File: config.mk
export PLATFORM = sky130hd
export DESIGN_NAME = sticky_shifter_pipe_flat
export DESIGN_NICKNAME = d
export VERILOG_FILES = /design/src/rtl/sticky_pkg.sv /design/src/rtl/sticky_shifter_pipe_if.sv /design/src/rtl/sticky_shift_stage.sv /design/src/rtl/sticky_shifter_pipe.sv /design/src/flat_wrapper.sv
export SDC_FILE = /design/constraint.sdc
export NUM_CORES = 1
export LEC_CHECK = 0
export ABC_CLOCK_PERIOD_IN_PS = 2100
export BUFFER_PORTS_ARGS = -buffer_cell sky130_fd_sc_hd__buf_2
export CAP_MARGIN = 20
export CORE_MARGIN = 4
export CORE_UTILIZATION = 58
export DETAILED_ROUTE_END_ITERATION = 16
export HOLD_SLACK_MARGIN = 0.06
export PLACE_DENSITY_LB_ADDON = 0.12
export SYNTH_ARGS = -nofsm -noshare
export SYNTH_HDL_FRONTEND = slang
export SYNTH_HIERARCHICAL = 1
export SYNTH_SLANG_ARGS = --single-unit
export TNS_END_PERCENT = 1
File: constraint.sdc
create_clock -name clk -period 2.1 [get_ports clk]
set_input_delay 0.21 -clock clk [delete_from_list [all_inputs] [get_ports clk]]
set_output_delay 0.21 -clock clk [all_outputs]
set_load 0.02 [all_outputs]
File: src/rtl/sticky_pkg.sv
// sticky_pkg: shared GRS type, widths and pipeline-cut helpers for sticky_shifter_pipe.
//   grs_t      packed {g, r, s} guard/round/sticky triple
//   GRS_W      number of GRS bits appended below the shifted data
//   stage_cut  index of the log stage a pipeline register follows (-1 = before stage 0)
//   has_reg    1 when the node entering stage `node` (node == SHIFT_WIDTH: output) is registered
package sticky_pkg;
  localparam int GRS_W = 3;
  typedef struct packed {
    logic g;
    logic r;
    logic s;
  } grs_t;
  function automatic int stage_cut(int i, int sw, int rs);
    return (i + 1) * sw / (rs + 1) - 1;
  endfunction
  function automatic bit has_reg(int node, int sw, int rs);
    bit hit = 1'b0;
    for (int i = 0; i < rs; i++) hit |= (stage_cut(i, sw, rs) == node - 1);
    return hit;
  endfunction
endpackage

File: src/rtl/sticky_shifter_pipe_if.sv
// sticky_shifter_pipe_if: valid/ready input and output channels of the sticky shifter.
//   in_valid/in_ready, in_a, in_b, in_arith, in_user   upstream beat
//   out_valid/out_ready, out_c {data, G, R, S}, out_user   downstream beat
//   master = producer/consumer side, slave = shifter side
interface sticky_shifter_pipe_if
  import sticky_pkg::*;
#(
  parameter int DATA_WIDTH  = 16,
  parameter int SHIFT_WIDTH = 5,
  parameter int USER_WIDTH  = 1
);
  logic                        in_valid;
  logic                        in_ready;
  logic [DATA_WIDTH-1:0]       in_a;
  logic [SHIFT_WIDTH-1:0]      in_b;
  logic                        in_arith;
  logic [USER_WIDTH-1:0]       in_user;
  logic                        out_valid;
  logic                        out_ready;
  logic [DATA_WIDTH+GRS_W-1:0] out_c;
  logic [USER_WIDTH-1:0]       out_user;
  modport master (
    output in_valid, in_a, in_b, in_arith, in_user, out_ready,
    input  in_ready, out_valid, out_c, out_user
  );
  modport slave (
    input  in_valid, in_a, in_b, in_arith, in_user, out_ready,
    output in_ready, out_valid, out_c, out_user
  );
endinterface

File: src/rtl/sticky_shift_stage.sv
// sticky_shift_stage: one combinational log stage; shifts {data, G, R} right by SHIFT_BY with fill
// and folds every ejected bit into the sticky bit.
//   en_i    shift enable (the matching bit of b)
//   fill_i  bit shifted in from the left
//   w_i/w_o {data, G, R} before/after the stage
//   s_i/s_o sticky before/after the stage
module sticky_shift_stage #(
  parameter int WIDTH    = 18,
  parameter int SHIFT_BY = 1
) (
  input  logic             en_i,
  input  logic             fill_i,
  input  logic             s_i,
  input  logic [WIDTH-1:0] w_i,
  output logic [WIDTH-1:0] w_o,
  output logic             s_o
);
  // shifts wider than the word eject everything and leave pure fill
  localparam int SH = SHIFT_BY < WIDTH ? SHIFT_BY : WIDTH;
  localparam logic [WIDTH-1:0] KEEP = {WIDTH{1'b1}} >> SH;
  localparam logic [WIDTH-1:0] EJ = ~({WIDTH{1'b1}} << SH);
  assign w_o = en_i ? ((w_i >> SH) | ({WIDTH{fill_i}} & ~KEEP)) : w_i;
  assign s_o = s_i | (en_i & |(w_i & EJ));
endmodule

File: src/rtl/sticky_shifter_pipe.sv
// sticky_shifter_pipe: pipelined right shifter returning shifted data plus exact G/R/S bits.
//   clk    rising-edge clock
//   rst_n  asynchronous active-low reset
//   bus    slave side of sticky_shifter_pipe_if (in_* beat in, out_* beat out)
// Node j is the value entering log stage j (node SHIFT_WIDTH is the output); registered nodes
// form the pipeline slots, each with its own valid and a load-when-empty-or-draining rule.
module sticky_shifter_pipe
  import sticky_pkg::*;
#(
  parameter int DATA_WIDTH  = 16,
  parameter int SHIFT_WIDTH = 5,
  parameter int REG_STAGES  = 2,
  parameter int USER_WIDTH  = 1
) (
  input  logic                 clk,
  input  logic                 rst_n,
  sticky_shifter_pipe_if.slave bus
);
  localparam int W = DATA_WIDTH + 2;
  typedef struct packed {
    logic                   v;
    logic [W-1:0]           w;
    logic                   s;
    logic [SHIFT_WIDTH-1:0] b;
    logic                   f;
    logic [USER_WIDTH-1:0]  u;
  } beat_t;
  for (genvar j = 0; j <= SHIFT_WIDTH; j++) begin : g_node
    localparam bit CUT = has_reg(j, SHIFT_WIDTH, REG_STAGES);
    beat_t node_d;
    beat_t node;
    logic  rdy_up;
    logic  rdy_dn;
    if (j == 0) begin : g_in
      assign node_d = '{v: bus.in_valid, w: {bus.in_a, 2'b00}, s: 1'b0, b: bus.in_b,
                        f: bus.in_arith & bus.in_a[DATA_WIDTH-1], u: bus.in_user};
    end else begin : g_chain
      assign node_d = g_node[j-1].g_st.stg;
    end
    if (CUT) begin : g_reg
      beat_t slot_q;
      logic  ld;
      assign ld = !slot_q.v | rdy_dn;
      always_ff @(posedge clk or negedge rst_n)
        if (!rst_n) slot_q <= '0;
        else if (ld) slot_q <= node_d;
      assign node   = slot_q;
      assign rdy_up = ld;
    end else begin : g_thru
      assign node   = node_d;
      assign rdy_up = rdy_dn;
    end
    if (j == SHIFT_WIDTH) begin : g_out
      grs_t grs;
      logic unused_ok;
      assign rdy_dn        = bus.out_ready;
      assign grs           = '{g: node.w[1], r: node.w[0], s: node.s};
      assign bus.out_valid = node.v;
      assign bus.out_c     = {node.w[W-1:2], grs};
      assign bus.out_user  = node.u;
      assign unused_ok     = ^{node.b, node.f};
    end else begin : g_st
      beat_t        stg;
      logic [W-1:0] w;
      logic         s;
      assign rdy_dn = g_node[j+1].rdy_up;
      sticky_shift_stage #(.WIDTH(W), .SHIFT_BY(2 ** j)) u_stage (
        .en_i  (node.b[j]),
        .fill_i(node.f),
        .s_i   (node.s),
        .w_i   (node.w),
        .w_o   (w),
        .s_o   (s)
      );
      assign stg = '{v: node.v, w: w, s: s, b: node.b, f: node.f, u: node.u};
    end
  end
  assign bus.in_ready = g_node[0].rdy_up;
endmodule

File: src/flat_wrapper.sv
// flat-port wrapper written by rule: the top's interface ports become plain ports
module sticky_shifter_pipe_flat import sticky_pkg::*;
#(
  parameter int DATA_WIDTH  = 16,
  parameter int SHIFT_WIDTH = 5,
  parameter int REG_STAGES  = 2,
  parameter int USER_WIDTH  = 1
)
  (clk, rst_n, bus_in_valid, bus_in_a, bus_in_b, bus_in_arith, bus_in_user, bus_out_ready, bus_in_ready, bus_out_valid, bus_out_c, bus_out_user);
  sticky_shifter_pipe_if #(.DATA_WIDTH(DATA_WIDTH), .SHIFT_WIDTH(SHIFT_WIDTH), .USER_WIDTH(USER_WIDTH)) bus_i ();
  input  logic clk;
  input  logic rst_n;
  input wire logic [$bits(bus_i.in_valid)-1:0] bus_in_valid;
  input wire logic [$bits(bus_i.in_a)-1:0] bus_in_a;
  input wire logic [$bits(bus_i.in_b)-1:0] bus_in_b;
  input wire logic [$bits(bus_i.in_arith)-1:0] bus_in_arith;
  input wire logic [$bits(bus_i.in_user)-1:0] bus_in_user;
  input wire logic [$bits(bus_i.out_ready)-1:0] bus_out_ready;
  output wire logic [$bits(bus_i.in_ready)-1:0] bus_in_ready;
  output wire logic [$bits(bus_i.out_valid)-1:0] bus_out_valid;
  output wire logic [$bits(bus_i.out_c)-1:0] bus_out_c;
  output wire logic [$bits(bus_i.out_user)-1:0] bus_out_user;
  assign bus_i.in_valid = bus_in_valid;
  assign bus_i.in_a = bus_in_a;
  assign bus_i.in_b = bus_in_b;
  assign bus_i.in_arith = bus_in_arith;
  assign bus_i.in_user = bus_in_user;
  assign bus_i.out_ready = bus_out_ready;
  assign bus_in_ready = bus_i.in_ready;
  assign bus_out_valid = bus_i.out_valid;
  assign bus_out_c = bus_i.out_c;
  assign bus_out_user = bus_i.out_user;
  sticky_shifter_pipe #(.DATA_WIDTH(DATA_WIDTH), .SHIFT_WIDTH(SHIFT_WIDTH), .REG_STAGES(REG_STAGES), .USER_WIDTH(USER_WIDTH)) u_core (.clk(clk), .rst_n(rst_n), .bus(bus_i));
endmodule
After elaboration in Yosys (flattened, before gate mapping)
Index checks and enable logic that the tools add are counted.
{ "totals": {"regBits": 53, "latch_bits": 0, "ram_bits": 0, "rom_bits": 0, "inputBits": 27, "out_inout_bits": 22, "wordCells": 37, "n_memories": 0} }
{ "op_classes": {"n_addsub": 0, "mul": 0, "n_div": 0, "magnitude_cmp": 0, "n_eq_ne": 0, "n_shift": 0, "mux": 5, "n_bitwise": 15, "n_reduce_logical": 6} }
{ "op_table": {"columns": ["cell", "n"], "rows": [
  ["$mux 18", 5],
  ["$or 10x18->18", 1],
  ["$or 14x18->18", 1],
  ["$or 16x18->18", 1],
  ["$or 17x18->18", 1],
  ["$or 2x18->18", 1],
  ["$reduce_or 16->1", 1],
  ["$reduce_or 8->1", 1],
  ["$and 1x1->1", 5],
  ["$or 1x1->1", 5],
  ["$reduce_or 4->1", 1],
  ["$logic_not 1->1", 2],
  ["$reduce_or 2->1", 1]
]} }

Depth between registers and ports, before layout
Gate-level depths: netlist (run 1).
{ "depth": {"word_depth": 5, "ltp_mapped": 7} }

Modules after synthesis
Netlist (run 1), hierarchy kept.
{ "modules_own_cells": {"columns": ["module", "instances", "cells_each", "area_per_inst_um2"], "rows": [
  ["sticky_shifter_pipe", 1, 111, 1995.7],
  ["sticky_shift_stage at u_core.g_node[1].g_st.u_stage", 1, 25, 295.3],
  ["sticky_shift_stage at u_core.g_node[2].g_st.u_stage", 1, 27, 286.5],
  ["sticky_shift_stage at u_core.g_node[0].g_st.u_stage", 1, 21, 276.5],
  ["sticky_shift_stage at u_core.g_node[4].g_st.u_stage", 1, 44, 249.0],
  ["sticky_shift_stage at u_core.g_node[3].g_st.u_stage", 1, 33, 235.2]
]} }

Worst setup path before layout (run 1)
OpenSTA, ideal clock, no wires.
{ "synth_timing": {"path_kind": "register to output", "from": "register u_core/g_node[3].g_reg.slot_q[5] in the netlist's numbering", "to": "output port bus_out_c[0]", "t_arrival_ns": 1.523, "required_time_ns": 1.890, "path_slack_ns": 0.367, "stages_incl_launch_ff": 7, "n_path_buf": 2, "path_cell_list": "dfrtp_1 -> buf_4 -> mux2_2 -> nor4_2 -> nand4_1 -> a21o_1 -> buf_4"} }
{ "synth_between": {"elab_chain_len": 4, "word_cells_on_any_way": 6, "classes_between": "1 x mux; 4 x bitwise; 1 x reduce/logical"} }
{ "synth_rtl": {"columns": ["item", "line", "rtl"], "rows": [
  ["from (decl)", "sticky_shifter_pipe.sv:41", "beat_t slot_q;"],
  ["from (signal assigned)", "sticky_shifter_pipe.sv:46", "else if (ld) slot_q <= node_d;"],
  ["$mux 18", "sticky_shift_stage.sv:22", "assign w_o = en_i ? ((w_i >> SH) | ({WIDTH{fill_i}} & ~KEEP)) : w_i;"],
  ["net u_core.g_node[3].g_st.w[3]", "sticky_shifter_pipe.sv:64", "logic [W-1:0] w;"],
  ["$reduce_or 16->1", "sticky_shift_stage.sv:23", "assign s_o = s_i | (en_i & |(w_i & EJ));"],
  ["$and 1x1->1", "sticky_shift_stage.sv:23", null],
  ["$or 1x1->1", "sticky_shift_stage.sv:23", null],
  ["to (decl)", "flat_wrapper.sv:21", "output wire logic [$bits(bus_i.out_c)-1:0] bus_out_c;"]
]} }
The timed path passes the listed nets, and every way through them passes these cells.

Worst setup path after layout (run 1)
Ends and elaborated chain as after synthesis.

==> flow_summary.toml, run 1 <==
[status]
outcome = "complete, but fails checks"
violations_in_the_final_reports = "setup timing"

[setup_path]
worst_setup_path_startpoint = "u_core/g_node[3].g_reg.slot_q[5]$_DFFE_PN0P_"
worst-endpoint-required_ns = 1.89
worst_setup_path_end_kind = "primary output"
rr_startpoint = "u_core/g_node[1].g_reg.slot_q[3]$_DFFE_PN0P_"
critical_path.most_common_cell = "sky130_fd_sc_hd__buf_6"
critical_path.max_stage_delay_ns = 0.40
r2r_setup_slk_ns = 0.38
critical_path.cell_chain = "buf_6, mux2_2, nor4_2, nand4_1, a21o_1, buf_6"
worst_r2r_endpoint = "u_core/g_node[3].g_reg.slot_q[13]$_DFFE_PN0P_"
critical_path.startpoint_type = "register"
path_class = "reg2out"
crit_fanout = 6
critical-path-slowest-cell = "sky130_fd_sc_hd__dfrtp_2"
worstRegToRegCells = 4
critPathCapture = "bus_out_c[0]"
worst_ep_arrival_time_ns = 1.91

[synthesis]
synth_compound_area_share_pct = 5.62
largest_family_of_logic_cells_by_synthesized_area = "multiplexers"
yosysWarningCount = 6
yosys_top_cell_by_area = "sky130_fd_sc_hd__dfrtp_1"
synth.top_cell.area_share_pct = 37.5
yosys.area_share.simple_pct = 4.42
avg_cell_area_syn_um2 = 12.8
synthXorXnorAreaFrac_pct = 0
synth.area.top_cells = "sky130_fd_sc_hd__dfrtp_1 37%, sky130_fd_sc_hd__mux2_4 27%, sky130_fd_sc_hd__mux2_2 17%"
post_synth_num_cell_types = 21
multiplexer_fraction_of_the_synthesized_cell_area_pct = 43.1
post_synthesis_adder_cell_area_fraction_pct = 0
synthMostInstantiatedCell = "sky130_fd_sc_hd__mux2_4"
synth-edff-count = 0
yosys-top-cells-count = "59 x sky130_fd_sc_hd__mux2_4, 50 x sky130_fd_sc_hd__dfrtp_1, 49 x sky130_fd_sc_hd__mux2_2"
async_reset_ff_share_pct = 100
postSynthRegisterBits = 50
ys.flop_type = "sky130_fd_sc_hd__dfrtp_1"
synthesis.instances = 261
synth_area_um2 = 3340
synth_sequential_area_ratio_pct = 37.5

[clocking]
clock_latency_ns = 0.29
clk_transition_reported_paths_ns = 0.08
tritoncts.num_buffers = 5
cts_buffer_depth = 2
clock-root-buffer = "sky130_fd_sc_hd__clkbuf_8"
cts_tree = "done"
clock-sinks = 50
htreeDepth = 2

[timing]
timing.final.crit_period_ns = 2.12
skew_ns = 0.00393
slew_violations = 0
relSlewSlack_pct = 58.7
timing.final.setup_violations = 1
final_min_period_over_clock_period_pct = 101
hold_viol_final = 0
final_critical_path_setup_slack_ns = -0.0194
setup_repair_after_global_routing_missed_its_margin = "yes"
fin_hold_ws_ns = 0.0945
tightestPinTransition_ns = 0.620
maxClockFrequency_mhz = 472

[placement]
place.gp.congestion = 0.775
port-buffer-count = 48
dp.final_hpwl_mm = 4.06
placement.cell_area_um2 = 3540

[floorplan]
floorplan.core_area_um2 = 5540
io_pins = 49
die_area_um2 = 7030
die_width_um = 83.9
fp-row-count = 27
die_height_um = 83.9
initial_standard_cell_utilization_of_the_core_pct = 60.3

[detailed_routing]
route.detailed.wl_per_inst_um = 14.1
antenna_violating_nets_remaining = 0
route.final.wire_length_mm = 5.42
route.detailed.vias_per_inst = 5.17
route.vias.total = 1991
drtPass1Iterations = 4
drc_errors = 0
drtIter0Drc = 69

[global_routing]
overflow = 0
grt_first_pass_wirelength_mm = 9.40
globalRouteTotalUtil_pct = 16.4
grt_pass1_vias = 1904
pin_count_of_the_biggest_net_entering_global_routing = 51
grt_antenna_before_repair = 0

[pwr]
irDropWorstVdd_mv = 0.399
power.density_cell_area_nw_per_um2 = 829
leakagePower_uw = 0.00184
finalPower_uw = 3090

[cells_and_area]
layout_area_overhead_pct = 11.6
finalNetCount = 339
post-route-util_pct = 67.3
drive_gt1_share_pct = 58.8
final_area_um2 = 3730
antenna_cells = 0

[run]
cap_viol_max_count = 0

[worst_hold_path]
timing.hold.worst.class = "in2reg"
==> layer usage <==
metal | track usage (%) | wire (µm) | vias up
met5 | 0 | 0 | -
met3 | 3.65 | 255 | 5
li1 | - | - | 1008
met2 | 26.2 | 2530 | 39
met1 | 22.4 | 2580 | 939
met4 | 4.82 | 47 | 0
==> report_power, final <==
part	leakage, µW	switching [µW]	internal (µW)	total, µW
logic	0.00121	561	669	1230
clock network	0.0000482	296	266	562
registers	0.000585	167	1130	1300
==> timing repair <==
item | in CTS | in global routing
endpoints found under the hold margin | 50 | 0
pin swaps | 4 | 3
hold buffers | 1 | 0
endpoints found under the setup margin | 11 | 1
resized for setup | 12 | 11
gates cloned | 1 | 0
buffers inserted | 2 | 1
==> placed cells by master (no fill, tap or decap), drive strengths merged <==
cell | synthesis | final
clkinv | 0 | 1
o41ai | 1 | 1
o21ai | 31 | 31
nand3b | 1 | 1
dfrtp | 50 | 50
nand4 | 1 | 1
buf | 17 | 57
a21o | 3 | 3
nand2b | 5 | 5
and2 | 1 | 1
clkbuf | 1 | 7
inv | 30 | 30
mux2 | 108 | 108
dlygate4sd3 | 0 | 1
conb | 1 | 5
nand2 | 5 | 5
nor4 | 6 | 6
==> state kept, by name, summed over array words and instances (netlist names) <==
| register | count |
|---|---|
| u_core/bus.out_user | 1 |
| u_core/bus.out_valid | 1 |
| u_core/g_node.g_reg.slot_q | 48 |
==> critical path, delay by kind of cell, from the launching register on <==
family / cells / cell delay, ns
AO/OA/AOI/OAI: 1 / 0.19
multiplexers: 1 / 0.35
buffers and inverters: 2 / 0.27
AND/OR/NAND/NOR: 2 / 0.40
flip-flops: 1 / 0.40
==> logic make-up (layout without fill, tap and decap cells) <==
logic type,count (synthesis),count (layout)
muxes,108,108
DFF,50,50
buffers and inverters,48,96
AOI/OAI and AO/OA,35,35
and+or+nand+nor,19,19
other,1,5
==> area by class of cell <==
| type | instances | area, µm² |
|---|---|---|
| clock buffer | 7 | 86.3 |
| clock inverter | 1 | 5.00 |
| timing repair buffer | 58 | 344 |
| multi-input combinational | 167 | 1840 |
| fill | 427 | 1810 |
| sequential | 50 | 1250 |
| inverter | 30 | 113 |
| tap | 72 | 90.1 |
==> metrics by stage <==
| stage | TNS (ns) | worst slack [ns] | instances |
|---|---|---|---|
| 3_3_place_gp | 0 | 0.0190 | 372 |
| 3_5_place_dp | -0.0325 | -0.0325 | 372 |
| 4_1_cts | -0.0485 | -0.0485 | 384 |
| 2_1_floorplan | 0 | 0.367 | 265 |
| 5_1_grt | -0.0965 | -0.0965 | 385 |
| 6_report | -0.0194 | -0.0194 | 385 |
==> how the worst min path moves through the flow <==
stage               depth (start not counted)                                       endpoint          from
detailed placement                          2  u_core/g_node[1].g_reg.slot_q[24]$_DFFE_PN0P_         rst_n
global route                                2  u_core/g_node[1].g_reg.slot_q[26]$_DFFE_PN0P_  bus_in_valid
global placement                            2  u_core/g_node[1].g_reg.slot_q[24]$_DFFE_PN0P_         rst_n
CTS                                         2  u_core/g_node[1].g_reg.slot_q[26]$_DFFE_PN0P_  bus_in_valid
finish                                      2  u_core/g_node[1].g_reg.slot_q[26]$_DFFE_PN0P_  bus_in_valid
floorplan                                   0                u_core/bus.out_user$_DFFE_PN0P_         rst_n
Power figures use the tool's default switching activity.
==> inputs of run 2 (changes only) <==
--- a/config.mk
+++ b/config.mk
@@ -9,12 +9,11 @@
 export BUFFER_PORTS_ARGS = -buffer_cell sky130_fd_sc_hd__buf_2
 export CAP_MARGIN = 20
 export CORE_MARGIN = 4
-export CORE_UTILIZATION = 58
+export CORE_UTILIZATION = 56
 export DETAILED_ROUTE_END_ITERATION = 16
 export HOLD_SLACK_MARGIN = 0.06
 export PLACE_DENSITY_LB_ADDON = 0.12
 export SYNTH_ARGS = -nofsm -noshare
 export SYNTH_HDL_FRONTEND = slang
-export SYNTH_HIERARCHICAL = 1
 export SYNTH_SLANG_ARGS = --single-unit
 export TNS_END_PERCENT = 1
==> run 2 against run 1 <==
Against the previous run:
- the flow now finishes without violations
- synthesized area fell by 20%
- die area fell by 15%
- total power fell by 11%
- routed wire length rose by 4.3%
- flip-flop and latch count fell by 2
- worst setup slack improved by 0.031 ns
- via count rose by 12%
- sequential share of layout area rose by 4.4 points
- non-clock buffer count rose by 2
- clock power rose by 14%
- clock skew rose by 0.0018 ns
- sequential power fell by 4%
- critical path type unchanged
- largest cell class unchanged
==> flow_summary.toml, run 2 <==
[setup_path]
critical_path.max_stage_delay_ns = 0.53
worst_setup_path_end_kind = "primary output"
path_class = "reg2out"
critical_path.cell_chain = "or4b_1, o22a_1, o41ai_2, nand2_1, buf_6"
crit_fanout = 2
path_buf_inv = 1
rr_startpoint = "u_core.g_node[1].g_reg.slot_q[3]$_DFFE_PN0P_"
critical_path.startpoint_type = "register"
worst-endpoint-required_ns = 1.89
worst_setup_path_startpoint = "u_core.g_node[3].g_reg.slot_q[23]$_DFFE_PN0P_"
worst_ep_arrival_time_ns = 1.88
critical-path-slowest-cell = "sky130_fd_sc_hd__or4b_1"
cp_top_family = "simple AND/OR/NAND/NOR gates"

[timing]
relSlewSlack_pct = 62.5
skew_ns = 0.00575
timing.final.crit_period_ns = 2.09
fin_hold_ws_ns = 0.0969
setup_repair_after_global_routing_missed_its_margin = "yes"
slew_violations = 0
tightestPinTransition_ns = 0.563
maxClockFrequency_mhz = 479
final_min_period_over_clock_period_pct = 99.4
hold_viol_final = 0
timing.final.setup_violations = 0
final_critical_path_setup_slack_ns = 0.0120

[clocking]
clock_latency_ns = 0.29
clk_transition_reported_paths_ns = 0.09
clock-root-buffer = "sky130_fd_sc_hd__clkbuf_8"
cts_tree = "done"
tritoncts.num_buffers = 5
clock-sinks = 48
cts_buffer_depth = 2
htreeDepth = 2

[floorplan]
fp-row-count = 24
die_width_um = 77.2
floorplan.core_area_um2 = 4500
initial_standard_cell_utilization_of_the_core_pct = 59.6
die_area_um2 = 5970
die_height_um = 77.2
io_pins = 49

[cells_and_area]
antenna_cells = 0
finalNetCount = 365
drive_gt1_share_pct = 26.8
final-instance-count-excl-fill = 391
sequential_cell_area_um2 = 1200
number_of_inserted_filler_cells_in_the_final_layout = 378
largest_register = "u_core.g_node.g_reg.slot_q"
commonest_cells_after_routing_fill_and_taps_aside = "60 x sky130_fd_sc_hd__nand2_1, 47 x sky130_fd_sc_hd__buf_2, 47 x sky130_fd_sc_hd__dfrtp_1"
layout_area_overhead_pct = 17.7
number_of_flip_flops_under_the_largest_register_name = 46
multiInputGateArea_um2 = 1410
layout.cells.most_common = "sky130_fd_sc_hd__nand2_1"
post-route-util_pct = 70.1

[placement]
dp.final_hpwl_mm = 4.18
port-buffer-count = 48
pre_cts_ws_ns = 0.186
place.gp.congestion = 0.853
placed_cells = 379

[global_routing]
overflow = 0
globalRouteTotalUtil_pct = 20.5
grt_pass1_vias = 2043
pin_count_of_the_biggest_net_entering_global_routing = 44
grt_antenna_before_repair = 0
grt_first_pass_wirelength_mm = 9.96

[synthesis]
synthMostInstantiatedCell = "sky130_fd_sc_hd__nand2_1"
post_synth_num_cell_types = 28
postSynthRegisterBits = 48
ys.flop_type = "sky130_fd_sc_hd__dfrtp_1"
yosysWarningCount = 0
yosys_top_cell_by_area = "sky130_fd_sc_hd__dfrtp_1"
synth.area.top_cells = "sky130_fd_sc_hd__dfrtp_1 45%, sky130_fd_sc_hd__nand2_1 8.4%, sky130_fd_sc_hd__mux2i_1 7.5%"
postSynthNetCount = 319
yosys-top-cells-count = "60 x sky130_fd_sc_hd__nand2_1, 48 x sky130_fd_sc_hd__dfrtp_1, 38 x sky130_fd_sc_hd__nor2_1"
synth_sequential_area_ratio_pct = 44.7
synth-edff-count = 0
synthesis.instances = 292
async_reset_ff_share_pct = 100
avg_cell_area_syn_um2 = 9.20
synth_area_um2 = 2690
synth.top_cell.area_share_pct = 44.7

[detailed_routing]
drtIter0Drc = 97
route.detailed.vias_per_inst = 5.70
route.vias.total = 2228
drc_errors = 0
route.detailed.wl_per_inst_um = 14.5
antenna_violating_nets_remaining = 0
drtPass1Iterations = 4
route.final.wire_length_mm = 5.65

[pwr]
comb_power_share_pct = 31.1
switchingPower_uw = 936
power.share.switching_pct = 34.1
relative_contribution_of_sequential_cells_to_total_power_pct = 45.4
power.density_cell_area_nw_per_um2 = 868
intPower_uw = 1810
leakagePower_uw = 0.00149
irDropWorstVdd_mv = 0.583
share_clk_of_total_power_pct = 23.4

[status]
outcome = "finished, final reports clean"

[run]
cap_viol_max_count = 0

[worst_hold_path]
timing.hold.worst.start = "bus_in_valid"
timing.hold.worst.class = "in2reg"
[run 2: changes by cell type in the layout (fill, tap and decap cells not counted), moves of 12 or more]
| cell | previous run | this run |
|---|---|---|
| sky130_fd_sc_hd__mux2_4 | 62 | 0 |
| sky130_fd_sc_hd__nand2_1 | 3 | 60 |
| sky130_fd_sc_hd__nor2_1 | 0 | 38 |
| sky130_fd_sc_hd__mux2_2 | 46 | 11 |
| sky130_fd_sc_hd__a21oi_1 | 0 | 31 |
| sky130_fd_sc_hd__inv_1 | 30 | 4 |
| sky130_fd_sc_hd__mux2i_1 | 0 | 20 |
| sky130_fd_sc_hd__o21ai_0 | 26 | 14 |
[run 2: timing repair]
action | in CTS | in global routing
resized for setup | 5 | 3
endpoints found under the setup margin | 1 | 8
setup buffers | 4 | 0
pin swaps | 3 | 0
endpoints found under the hold margin | 23 | 0
hold buffers | 1 | 0
cloned | 0 | 0
[run 2: kinds of logic after synthesis]
family	after synthesis	synth area share, %
mux	40	19.8
buf+inv	25	4.05
simple gates	122	19.4
flops	48	44.7
compound gates	57	12.0
[run 2: path summary, 6_finish.rpt]
path | end | slack, ns | depth (start not counted)
worst max-delay path | bus_out_c[0] | 0.01 | 5
worst min-delay path | u_core.g_node[1].g_reg.slot_q[26]$_DFFE_PN0P_ | 0.1 | 2
worst max register to register | u_core.g_node[3].g_reg.slot_q[14]$_DFFE_PN0P_ | 0.33 | 4
worst min register to register | u_core.bus.out_user$_DFFE_PN0P_ | 0.47 | 2
max in group asynchronous | u_core.g_node[3].g_reg.slot_q[5]$_DFFE_PN0P_ | 1.12 | 3
min in group asynchronous | u_core.g_node[1].g_reg.slot_q[12]$_DFFE_PN0P_ | 0.45 | 2
[run 2: routing by layer]
layer / vias up / share of wire [%] / wire, µm / global-route usage (%)
li1: 1101 / - / - / -
met1: 1047 / 45 / 2570 / 28.6
met2: 74 / 47 / 2680 / 32.3
met3: 6 / 5.8 / 329 / 4.68
met4: 0 / 1.3 / 72 / 5.34
met5: - / 0 / 0 / 0
[run 2: power by group through the flow]
stage,Combinational (µW),Clock (µW),Sequential (µW)
global route,944,709,1270
finish,854,643,1250
CTS,854,661,1240
global placement,808,0,1250
floorplan,619,0,1190
detailed placement,818,0,1260
[run 2: stage by stage]
step / power [µW] / instance area, µm² / setup TNS, ns
floorplan: 1810 / 2690 / 0
global route: 2930 / 3160 / -0.108
finish: 2740 / 3160 / 0
detailed placement: 2080 / 2980 / 0
CTS: 2750 / 3140 / -0.00205
global placement: 2060 / 2980 / 0
[run 2: area by class of cell]
cell class	count	area share [%]
Sequential cell	48	38.1
Tap cell	52	2.06
Multi-Input combinational cell	219	44.5
Clock buffer	6	2.30
Timing Repair Buffer	60	11.5
Inverter	4	0.475
Clock inverter	2	1.11
==> inputs of run 3 (changes only) <==
--- a/config.mk
+++ b/config.mk
@@ -5,11 +5,12 @@
 export SDC_FILE = /design/constraint.sdc
 export NUM_CORES = 1
 export LEC_CHECK = 0
+export ABC_AREA = 1
 export ABC_CLOCK_PERIOD_IN_PS = 2100
 export BUFFER_PORTS_ARGS = -buffer_cell sky130_fd_sc_hd__buf_2
 export CAP_MARGIN = 20
 export CORE_MARGIN = 4
-export CORE_UTILIZATION = 56
+export CORE_UTILIZATION = 55
 export DETAILED_ROUTE_END_ITERATION = 16
 export HOLD_SLACK_MARGIN = 0.06
 export PLACE_DENSITY_LB_ADDON = 0.12
==> run 3 against run 2 <==
Against the previous run:
- routed wire length grew 2.5%
- global-route usage down 0.44 points
- count of clock-buffer cells in the layout unchanged
- die area grew 0.56%
- worst setup slack improved by 0.20 ns
- synthesized cell count up 20%
- cell area is 4.6% lower
- utilization down 5.9 points
- first-iteration DRC count is 23% higher
- critical path type unchanged
- largest power group unchanged
==> flow_summary.toml, run 3 <==
[status]
outcome = "finished, final reports clean"

[setup_path]
worst_r2r_endpoint = "u_core.g_node[3].g_reg.slot_q[16]$_DFFE_PN0P_"
worstRegToRegCells = 3
critPathCapture = "bus_out_c[0]"
critical_path.cell_chain = "buf_4, nand2_1, nand2_1, nor2_1, nand2_1, nor2_1, nand2_1, nand2_1, nand2_1, buf_2"
worst_setup_path_startpoint = "u_core.g_node[3].g_reg.slot_q[5]$_DFFE_PN0P_"
path_class = "reg2out"
rr_startpoint = "u_core.g_node[1].g_reg.slot_q[3]$_DFFE_PN0P_"
cp.depth = 10
critical_path.max_stage_delay_ns = 0.47
path_buf_inv = 2
critical_path.startpoint_type = "register"
worst_ep_arrival_time_ns = 1.68
crit_fanout = 12
critical_path.most_common_cell = "sky130_fd_sc_hd__nand2_1"
cp_top_family = "simple AND/OR/NAND/NOR gates"
worst-endpoint-required_ns = 1.89
worst_setup_path_end_kind = "primary output"
critical-path-slowest-cell = "sky130_fd_sc_hd__dfrtp_1"
r2r_setup_slk_ns = 0.60

[floorplan]
fp-row-count = 25
io_pins = 49
die_height_um = 77.5
die_area_um2 = 6000
initial_standard_cell_utilization_of_the_core_pct = 56.6
floorplan.core_area_um2 = 4690
die_width_um = 77.5

[timing]
relSlewSlack_pct = 60.7
final_min_period_over_clock_period_pct = 90.0
timing.final.setup_violations = 0
maxClockFrequency_mhz = 529
setup_repair_after_global_routing_missed_its_margin = "no"
timing.final.crit_period_ns = 1.89
setup_tns_ns = 0
tightestPinTransition_ns = 0.590
slew_violations = 0
skew_ns = 0.00646
hold_viol_final = 0

[global_routing]
grt_pass1_vias = 2145
grt_antenna_before_repair = 0
grt_first_pass_wirelength_mm = 9.86
globalRouteTotalUtil_pct = 20.0
overflow = 0
pin_count_of_the_biggest_net_entering_global_routing = 49

[worst_hold_path]
timing.hold.worst.class = "in2reg"

[clocking]
clk_transition_reported_paths_ns = 0.09
clock_latency_ns = 0.30
clock-sinks = 48
cts_tree = "done"
postCtsHoldBufs = 1
post_cts.resized_instances = 0
clock-root-buffer = "sky130_fd_sc_hd__clkbuf_8"
cts.repair_timing.setup_buffer_count = 0
tritoncts.num_buffers = 5
htreeDepth = 2
cts_buffer_depth = 2

[pwr]
leakagePower_uw = 0.00153
comb_power_share_pct = 30.4
intPower_uw = 1760
power.density_cell_area_nw_per_um2 = 909
switchingPower_uw = 981
finalPower_uw = 2740
irDropWorstVdd_mv = 0.369
share_clk_of_total_power_pct = 25.5
power.share.switching_pct = 35.8
relative_contribution_of_sequential_cells_to_total_power_pct = 44.1

[detailed_routing]
route.detailed.wl_per_inst_um = 13.0
antenna_violating_nets_remaining = 0
drc_errors = 0
route.detailed.vias_per_inst = 5.35
drtIter0Drc = 119
route.final.wire_length_mm = 5.79
route.vias.total = 2387
drtPass1Iterations = 4

[synthesis]
post_synth_num_cell_types = 25
synthesis.instances = 350
avg_cell_area_syn_um2 = 7.58
yosysWarningCount = 0
synth.top_cell.area_share_pct = 45.3
synth_sequential_area_ratio_pct = 45.3
synthMostInstantiatedCell = "sky130_fd_sc_hd__nand2_1"
yosys_top_cell_by_area = "sky130_fd_sc_hd__dfrtp_1"
yosys-top-cells-count = "114 x sky130_fd_sc_hd__nand2_1, 48 x sky130_fd_sc_hd__dfrtp_1, 38 x sky130_fd_sc_hd__o21ai_0"
async_reset_ff_share_pct = 100
synth_area_um2 = 2650
postSynthRegisterBits = 48
ys.flop_type = "sky130_fd_sc_hd__dfrtp_1"
synth.area.top_cells = "sky130_fd_sc_hd__dfrtp_1 45%, sky130_fd_sc_hd__nand2_1 16%, sky130_fd_sc_hd__o21ai_0 7.2%"
postSynthNetCount = 377
synth-edff-count = 0

[cells_and_area]
finalNetCount = 418
layout_area_overhead_pct = 13.6
layout.cells.most_common = "sky130_fd_sc_hd__nand2_1"
number_of_inserted_filler_cells_in_the_final_layout = 436
drive_gt1_share_pct = 21.7
sequential_cell_area_um2 = 1200
commonest_cells_after_routing_fill_and_taps_aside = "114 x sky130_fd_sc_hd__nand2_1, 48 x sky130_fd_sc_hd__buf_2, 48 x sky130_fd_sc_hd__dfrtp_1"
number_of_flip_flops_under_the_largest_register_name = 46
multiInputGateArea_um2 = 1240
largest_register = "u_core.g_node.g_reg.slot_q"
antenna_cells = 0

[placement]
port-buffer-count = 48
place.gp.congestion = 0.913
dp.final_hpwl_mm = 4.38

[run]
cap_viol_max_count = 0
run 3: tightest hold or removal path: cells and delay by family:
| family | cells | cell delay [ns] |
|---|---|---|
| buffers and inverters | 2 | 0.11 |
| AND/OR/NAND/NOR | 1 | 0.05 |
run 3: kinds of logic after synthesis:
logic type	after synthesis	synth area share (%)
buffers and inverters	45	8.11
DFF	48	45.3
AOI/OAI and AO/OA	83	18.8
and+or+nand+nor	171	26.5
muxes	3	1.27
run 3: final cells by class:
type / instances / share of cell area [%]
inverters: 24 / 3.07
clock inverters: 2 / 1.29
clock buffers: 6 / 2.74
repair buffers: 55 / 9.79
multi-input cells: 257 / 41.0
flip-flops and latches: 48 / 39.8
well taps: 54 / 2.24
run 3: power by group through the flow:
| stage | Combinational, µW | Sequential, µW | Clock, µW |
|---|---|---|---|
| floorplan | 639 | 1170 | 0 |
| global placement | 818 | 1220 | 0 |
| detailed placement | 831 | 1230 | 0 |
| CTS | 836 | 1210 | 701 |
| global route | 940 | 1230 | 737 |
| finish | 833 | 1210 | 699 |
run 3: metrics by stage:
stage               std cells  util [%]  setup slack (ns)  instance area (µm²)  hold WS [ns]
finish                    446      64.3             0.209                 3020        0.0881
global route              446      64.3            0.0722                 3020         0.113
CTS                       446      64.3             0.210                 3020        0.0878
detailed placement        437      61.5             0.553                 2880         0.333
global placement          437      61.5             0.586                 2880         0.334
floorplan                 350         -             0.626                 2650       -0.0856
run 3: worst min-delay path by stage:
stage                                                     to    startpoint  depth (start not counted)
3_5_place_dp    u_core.g_node[3].g_reg.slot_q[6]$_DFFE_PN0P_         rst_n                          2
6_report       u_core.g_node[1].g_reg.slot_q[26]$_DFFE_PN0P_  bus_in_valid                          3
3_3_place_gp    u_core.g_node[3].g_reg.slot_q[6]$_DFFE_PN0P_         rst_n                          2
2_1_floorplan                u_core.bus.out_user$_DFFE_PN0P_         rst_n                          0
5_1_grt        u_core.g_node[1].g_reg.slot_q[26]$_DFFE_PN0P_  bus_in_valid                          3
4_1_cts        u_core.g_node[1].g_reg.slot_q[26]$_DFFE_PN0P_  bus_in_valid                          3
run 3: layer usage:
metal	up-vias	GRT usage, %	part of all wire [%]
li1	1235	-	-
met1	1068	27.5	47
met2	80	32.7	47
met3	4	3.13	5.3
met4	0	6.23	0.78
met5	-	0	0
